[src/rtl/riscv_pkg.sv]
// Shared RV32I definitions: opcodes, ALU operations, result sources and immediate formats.
`default_nettype none

package riscv_pkg;

  localparam int XLEN     = 32;
  localparam int NUM_REGS = 32;
  localparam int REG_AW   = 5;

  localparam logic [31:0] NOP = 32'h0000_0013;

  localparam logic [6:0] OPC_LUI    = 7'b0110111;
  localparam logic [6:0] OPC_AUIPC  = 7'b0010111;
  localparam logic [6:0] OPC_JAL    = 7'b1101111;
  localparam logic [6:0] OPC_JALR   = 7'b1100111;
  localparam logic [6:0] OPC_BRANCH = 7'b1100011;
  localparam logic [6:0] OPC_LOAD   = 7'b0000011;
  localparam logic [6:0] OPC_STORE  = 7'b0100011;
  localparam logic [6:0] OPC_OP_IMM = 7'b0010011;
  localparam logic [6:0] OPC_OP     = 7'b0110011;
  localparam logic [6:0] OPC_FENCE  = 7'b0001111;

  typedef enum logic [3:0] {
    ALU_ADD    = 4'd0,
    ALU_SUB    = 4'd1,
    ALU_SLL    = 4'd2,
    ALU_SLT    = 4'd3,
    ALU_SLTU   = 4'd4,
    ALU_XOR    = 4'd5,
    ALU_SRL    = 4'd6,
    ALU_SRA    = 4'd7,
    ALU_OR     = 4'd8,
    ALU_AND    = 4'd9,
    ALU_PASS_B = 4'd10
  } alu_op_t;

  typedef enum logic [1:0] {
    RES_ALU = 2'b00,
    RES_MEM = 2'b01,
    RES_PC4 = 2'b10
  } result_src_t;

  typedef enum logic [2:0] {
    IMM_I = 3'd0,
    IMM_S = 3'd1,
    IMM_B = 3'd2,
    IMM_U = 3'd3,
    IMM_J = 3'd4
  } imm_fmt_t;

  // alt selects SUB over ADD (funct3 000) and SRA over SRL (funct3 101)
  function automatic alu_op_t alu_from_funct3(input logic [2:0] funct3, input logic alt);
    case (funct3)
      3'b000:  return alt ? ALU_SUB : ALU_ADD;
      3'b001:  return ALU_SLL;
      3'b010:  return ALU_SLT;
      3'b011:  return ALU_SLTU;
      3'b100:  return ALU_XOR;
      3'b101:  return alt ? ALU_SRA : ALU_SRL;
      3'b110:  return ALU_OR;
      default: return ALU_AND;
    endcase
  endfunction

endpackage

`default_nettype wire

[src/rtl/reg_file.sv]
// Architectural register file: two combinational read ports, one WB write port, x0 hardwired to 0.
`default_nettype none

module reg_file
  import riscv_pkg::*;
#(
  parameter int NUM_REGS = 32,
  parameter int XLEN     = 32
) (
  input  logic              CLK,
  input  logic              RST,
  input  logic [REG_AW-1:0] rs1,
  input  logic [REG_AW-1:0] rs2,
  output logic [XLEN-1:0]   rd1,
  output logic [XLEN-1:0]   rd2,
  input  logic              we,
  input  logic [REG_AW-1:0] rd,
  input  logic [XLEN-1:0]   wd
);

  logic [XLEN-1:0] regs [1:NUM_REGS-1];
  logic            wr_en;

  assign wr_en = we && (rd != '0);

  always_ff @(posedge CLK or negedge RST) begin
    if (!RST) begin
      for (int i = 1; i < NUM_REGS; i++) begin
        regs[i] <= '0;
      end
    end else if (wr_en) begin
      regs[rd] <= wd;
    end
  end

  // Bypass is suppressed while in reset so reads see the cleared file, not the doomed write.
  function automatic logic [XLEN-1:0] read_port(input logic [REG_AW-1:0] addr);
    if (addr == '0) begin
      return '0;
    end else if (wr_en && RST && (rd == addr)) begin
      return wd;
    end else begin
      return regs[addr];
    end
  endfunction

  always_comb begin
    rd1 = read_port(rs1);
    rd2 = read_port(rs2);
  end

endmodule

`default_nettype wire

[src/rtl/decode.sv]
// ID stage of the RV32I pipeline: control decode, immediate generation and register-file reads.
`default_nettype none

module decode
  import riscv_pkg::*;
#(
  parameter int NUM_REGS = 32,
  parameter int XLEN     = 32
) (
  input  logic              CLK,
  input  logic              RST,
  input  logic [31:0]       Instr_D,
  input  logic [XLEN-1:0]   PC_D,
  input  logic [XLEN-1:0]   PC_Plus_4_D,
  input  logic              Reg_Write_W,
  input  logic [4:0]        Rd_W,
  input  logic [XLEN-1:0]   Result_W,
  output logic [XLEN-1:0]   RD1_D,
  output logic [XLEN-1:0]   RD2_D,
  output logic [4:0]        Rs1_D,
  output logic [4:0]        Rs2_D,
  output logic [4:0]        Rd_D,
  output logic [XLEN-1:0]   Imm_D,
  output logic              Reg_Write_D,
  output logic [1:0]        Result_Src_D,
  output logic              Mem_Write_D,
  output logic              Jump_D,
  output logic              Branch_D,
  output logic              ALU_Src_A_D,
  output logic              ALU_Src_B_D,
  output logic [3:0]        ALU_Ctrl_D,
  output logic [2:0]        Funct3_D,
  output logic              Illegal_D,
  output logic [XLEN-1:0]   PC_Out_D,
  output logic [XLEN-1:0]   PC_Plus_4_Out_D
);

  logic [6:0]  opcode;
  logic [2:0]  funct3;
  logic [6:0]  funct7;

  logic        reg_write;
  result_src_t result_src;
  logic        mem_write;
  logic        jump;
  logic        branch;
  logic        src_a;
  logic        src_b;
  alu_op_t     alu_ctrl;
  imm_fmt_t    imm_fmt;
  logic        illegal;
  logic [31:0] imm32;

  assign opcode = Instr_D[6:0];
  assign funct3 = Instr_D[14:12];
  assign funct7 = Instr_D[31:25];

  assign Rs1_D           = Instr_D[19:15];
  assign Rs2_D           = Instr_D[24:20];
  assign Rd_D            = Instr_D[11:7];
  assign Funct3_D        = funct3;
  assign PC_Out_D        = PC_D;
  assign PC_Plus_4_Out_D = PC_Plus_4_D;

  reg_file #(
    .NUM_REGS (NUM_REGS),
    .XLEN     (XLEN)
  ) u_reg_file (
    .CLK (CLK),
    .RST (RST),
    .rs1 (Instr_D[19:15]),
    .rs2 (Instr_D[24:20]),
    .rd1 (RD1_D),
    .rd2 (RD2_D),
    .we  (Reg_Write_W),
    .rd  (Rd_W),
    .wd  (Result_W)
  );

  always_comb begin
    reg_write  = 1'b0;
    result_src = RES_ALU;
    mem_write  = 1'b0;
    jump       = 1'b0;
    branch     = 1'b0;
    src_a      = 1'b0;
    src_b      = 1'b0;
    alu_ctrl   = ALU_ADD;
    imm_fmt    = IMM_I;
    illegal    = 1'b0;

    case (opcode)
      OPC_LUI: begin
        reg_write = 1'b1;
        src_b     = 1'b1;
        alu_ctrl  = ALU_PASS_B;
        imm_fmt   = IMM_U;
      end
      OPC_AUIPC: begin
        reg_write = 1'b1;
        src_a     = 1'b1;
        src_b     = 1'b1;
        imm_fmt   = IMM_U;
      end
      OPC_JAL: begin
        reg_write  = 1'b1;
        jump       = 1'b1;
        result_src = RES_PC4;
        src_a      = 1'b1;
        src_b      = 1'b1;
        imm_fmt    = IMM_J;
      end
      OPC_JALR: begin
        reg_write  = 1'b1;
        jump       = 1'b1;
        result_src = RES_PC4;
        src_b      = 1'b1;
        illegal    = (funct3 != 3'b000);
      end
      OPC_BRANCH: begin
        branch   = 1'b1;
        alu_ctrl = ALU_SUB;
        imm_fmt  = IMM_B;
        illegal  = (funct3 == 3'b010) || (funct3 == 3'b011);
      end
      OPC_LOAD: begin
        reg_write  = 1'b1;
        result_src = RES_MEM;
        src_b      = 1'b1;
        illegal    = (funct3 == 3'b011) || (funct3 == 3'b110) || (funct3 == 3'b111);
      end
      OPC_STORE: begin
        mem_write = 1'b1;
        src_b     = 1'b1;
        imm_fmt   = IMM_S;
        illegal   = (funct3 > 3'b010);
      end
      OPC_OP_IMM: begin
        reg_write = 1'b1;
        src_b     = 1'b1;
        alu_ctrl  = alu_from_funct3(funct3, (funct3 == 3'b101) && Instr_D[30]);
        if (funct3 == 3'b001) begin
          illegal = (funct7 != 7'b0000000);
        end else if (funct3 == 3'b101) begin
          illegal = (funct7 != 7'b0000000) && (funct7 != 7'b0100000);
        end
      end
      OPC_OP: begin
        reg_write = 1'b1;
        alu_ctrl  = alu_from_funct3(funct3, Instr_D[30]);
        if (funct7 == 7'b0100000) begin
          illegal = (funct3 != 3'b000) && (funct3 != 3'b101);
        end else begin
          illegal = (funct7 != 7'b0000000);
        end
      end
      OPC_FENCE: begin
        // Single-hart in-order core: memory ordering is already guaranteed.
      end
      default: illegal = 1'b1;
    endcase

    if (illegal) begin
      reg_write = 1'b0;
      mem_write = 1'b0;
      jump      = 1'b0;
      branch    = 1'b0;
    end
  end

  always_comb begin
    imm32 = '0;
    case (imm_fmt)
      IMM_I:   imm32 = {{20{Instr_D[31]}}, Instr_D[31:20]};
      IMM_S:   imm32 = {{20{Instr_D[31]}}, Instr_D[31:25], Instr_D[11:7]};
      IMM_B:   imm32 = {{19{Instr_D[31]}}, Instr_D[31], Instr_D[7], Instr_D[30:25],
                        Instr_D[11:8], 1'b0};
      IMM_U:   imm32 = {Instr_D[31:12], 12'b0};
      IMM_J:   imm32 = {{11{Instr_D[31]}}, Instr_D[31], Instr_D[19:12], Instr_D[20],
                        Instr_D[30:21], 1'b0};
      default: imm32 = '0;
    endcase
  end

  assign Imm_D        = XLEN'($signed(imm32));
  assign Reg_Write_D  = reg_write;
  assign Result_Src_D = result_src;
  assign Mem_Write_D  = mem_write;
  assign Jump_D       = jump;
  assign Branch_D     = branch;
  assign ALU_Src_A_D  = src_a;
  assign ALU_Src_B_D  = src_b;
  assign ALU_Ctrl_D   = alu_ctrl;
  assign Illegal_D    = illegal;

endmodule

`default_nettype wire
[config.mk]
export PLATFORM = sky130hd
export DESIGN_NAME = decode
export DESIGN_NICKNAME = d
export VERILOG_FILES = /design/src/rtl/riscv_pkg.sv /design/src/rtl/reg_file.sv /design/src/rtl/decode.sv
export SDC_FILE = /design/constraint.sdc
export NUM_CORES = 2
export LEC_CHECK = 0
export CAP_MARGIN = 20
export CORE_ASPECT_RATIO = 0.5
export CORE_MARGIN = 2
export CORE_UTILIZATION = 30
export CTS_CLUSTER_DIAMETER = 60
export DETAILED_ROUTE_END_ITERATION = 8
export PLACE_DENSITY = 0.54
export SKIP_CTS_REPAIR_TIMING = 1
export SYNTH_ARGS = -nofsm -noshare
export SYNTH_HDL_FRONTEND = slang
export SYNTH_SLANG_ARGS = --single-unit
export TNS_END_PERCENT = 10
[constraint.sdc]
create_clock -name CLK -period 7.2 [get_ports CLK]
set_input_delay 1.44 -clock CLK [delete_from_list [all_inputs] [get_ports CLK]]
set_output_delay 1.44 -clock CLK [all_outputs]
set_load 0.01 [all_outputs]
==> key figures <==
Run status
  – Outcome: complete, no violations

Clocking
  – CTS Sinks: 992
  – Num CTS Buffers: 111
  – CTS tree: built
  – Clk_lat worst skew: 720 ps
  – Clk slew on worst S/H paths: 60 ps
  – CTS root buf: clkbuf_16
  – Clock buffer depth: 3
  – H-tree lvl count: 3

Die
  – Chip width: 611 um
  – I/O pin count: 327
  – Die area: 188,000 um2
  – Placement row count: 111
  – Die Height: 308 um
  – Initial cell density of the core: 0.302
  – Core box area: 183,000 um2

Finish
  – Area grow syn2layout: 14.4%
  – Nets: 4,033
  – Largest register FFs: 992
  – Top flop regs: u_reg_file.regs: 992 flops
  – Final instance area: 63,300 um2
  – Proportion of layout cells with a drive suffix above 1: 0.458
  – Largest register by flop count: u_reg_file.regs

Timing
  – Crit path time final: 6470 ps
  – RSZ-0062 raised after global routing: false
  – Worst slew pin tran: 1180 ps
  – Hold Vio Cnt, Final: 0
  – Fin Clk Skew: 0 ps
  – Final setup viols: 0
  – Max-slew violations: 0
  – Final worst-path cycle share: 0.899
  – Maximum clock rate: 155 MHz
  – Max-slew headroom: 0.216
  – TNS Setup: 0 ps

Yosys
  – Unique masters post-synth: 61
  – Post-synthesis cell count: 3,928
  – EDFF count, synth: 0
  – Synth Net Count: 4,064
  – Flip-flop and latch count after synthesis: 992
  – Top FF cell, synth: dfrtp_1
  – Yosys warns: 0
  – Syn Area/Cell: 14.1 um2
  – Mapped Area: 55,300 um2
  – Synth async-reset ratio: 1.00
  – Post-synthesis sequential area ratio: 0.449

GRT
  – Pin count of the biggest net entering global routing: 155
  – Grt ovf: 0
  – Vias in the first global route: 38,300
  – Gr usage total: 0.203
  – First-pass GRT wire length: 281 mm
  – Initial antenna violation count: 6

Setup path
  – Crit path launch: Rd_W[4]
  – End point of the critical path: RD1_D[31]
  – Critical path cell sequence: clkdlybuf4s50_1 > or3_1 > o211ai_1 > nor4_2 > buf_4 > or2_0 > buf_4 > o31ai_1 > buf_4 > clkdlybuf4s50_1
  – Critical path class: input pin to output port
  – Crit-path slowest cell: clkdlybuf4s50_1
  – Critical Path Sink Type: output port
  – CP required: 5760 ps
  – Max FO, Critical Path: 11
  – Max incr delay on CP: 640 ps
  – Crit path top cell by count: buf_4
  – R2r setup slk: 6390 ps
  – Startpoint Class: input pin
  – Worst flop-to-flop path startpoint: u_reg_file.regs[957]
  – CP Data Arrival Time: 5030 ps
  – Worst reg2reg path depth: 1
  – R2r endpoint: u_reg_file.regs[957]

Power
  – Sw frac: 0.278
  – PD cells: 272 nW/um2
  – Sequential power share: 0.436
  – Peak VDD IR: 189 uV
  – Int Pwr: 12,400 uW
  – Switch Pwr: 4780 uW
  – Clock share of power: 0.354
  – Logic pwr share: 0.211
  – Leak: 0.0266 uW

Route
  – Routed Antenna Nets: 0
  – Post-route DRC: 0
  – Drt initial violations: 3,417
  – Vias/cell: 5.77
  – WL final: 194 mm
  – Routed vias: 37,000
  – Routed wire per std cell: 30.3 um
  – Drt pass-1 iters: 6

Placement
  – Input/output buffers: 198
  – Post-DP Area: 59,000 um2
  – HPWL Detailed: 118 mm
  – Placer Congestion: 0.830

Min path
  – Hold Path Class: flip-flop to flip-flop

Run
  – Maxcap violations: 0
worst min-delay path by stage:
stage | slack [ps] | startpoint | depth (start not counted) | end
6_report | 510 | u_reg_file.regs[774] | 2 | u_reg_file.regs[774]
2_1_floorplan | 460 | u_reg_file.regs[902] | 2 | u_reg_file.regs[902]
4_1_cts | 510 | u_reg_file.regs[902] | 2 | u_reg_file.regs[902]
5_1_grt | 530 | u_reg_file.regs[710] | 2 | u_reg_file.regs[710]
3_5_place_dp | 490 | u_reg_file.regs[902] | 2 | u_reg_file.regs[902]
3_3_place_gp | 480 | u_reg_file.regs[913] | 2 | u_reg_file.regs[913]
cell type report:
class                   count  area, um2
fillers                 17600     120000
repair buffers            362       3740
multi-input cells        2416      27800
well taps                2429       3040
clock inverters            55        719
clock buffers             145       3130
diodes                      1       2.50
inverters                  14       52.6
flip-flops and latches    992      24800
critical path, delay by kind of cell:
| family | cells | cell delay (ps) |
|---|---|---|
| compound gates | 2 | 690 |
| buf+inv | 5 | 1920 |
| simple gates | 3 | 960 |
stage by stage:
step	setup slack, ps	util	total power [uW]	hold WS (ps)	std cells
6_report	730	0.346	17200	507	6414
5_1_grt	651	0.346	17900	534	6414
4_1_cts	753	0.343	17200	508	6395
3_5_place_dp	761	0.322	11200	491	6195
3_3_place_gp	787	0.322	11000	476	6193
2_1_floorplan	2820	-	9940	460	3928
power by group through the flow:
stage               clock network (uW)  registers, uW  logic (uW)
floorplan                            0           7250        2680
global placement                     0           7460        3540
detailed placement                   0           7550        3610
CTS                               6170           7450        3620
global route                      6410           7620        3870
finish                            6080           7490        3630
cells in the final DEF, fill, tap and decap left out, types with 54 or more instances in the layout:
cell / instances
nand2_1: 98
a21oi_1: 61
mux4_2: 416
o21ai_0: 78
a221oi_1: 54
buf_4: 131
clkdlybuf4s50_1: 188
clkbuf_16: 118
a211oi_1: 98
mux2_2: 994
mux2i_1: 189
dfrtp_1: 992
kinds of logic after synthesis:
family	Yosys count	synth area share
AO/OA/AOI/OAI	497	0.0636
AND/OR/NAND/NOR	310	0.0271
flip-flops	992	0.449
XOR/XNOR	10	0.00158
multiplexers	1599	0.406
buffers and inverters	520	0.0532
per-layer routing:
| metal | vias up | GRT usage | part of all wire | wire length (um) |
|---|---|---|---|---|
| met1 | 20100 | 0.272 | 0.42 | 82400 |
| met3 | 427 | 0.0329 | 0.062 | 12100 |
| met5 | - | 0 | 0.000067 | 13 |
| met2 | 1490 | 0.327 | 0.47 | 90900 |
| met4 | 2 | 0.0865 | 0.045 | 8680 |
| li1 | 15000 | - | - | - |
cells in the mapped netlist (all sizes together) (6+ instances only):
library cell	count	area [um2]
xnor2	6	52.6
a32o	11	110
or3	8	50.1
nand3	42	210
a21o	19	143
o21ai	79	395
nor3	12	70.1
o22a	31	272
nor2b	27	169
buf	331	2230
inv	14	52.6
a221oi	54	473
mux4	416	9370
dfrtp	992	24800
a22oi	52	390
nand2b	11	76.3
nand2	109	409
nor2	64	243
mux2	994	11200
o31ai	19	143
clkbuf	175	661
mux2i	189	1890
a211oi	98	736
and2	11	68.8
o22ai	27	169
a21oi	61	305
a31oi	12	75.1
No activity file was read; power rests on OpenSTA's default activity.
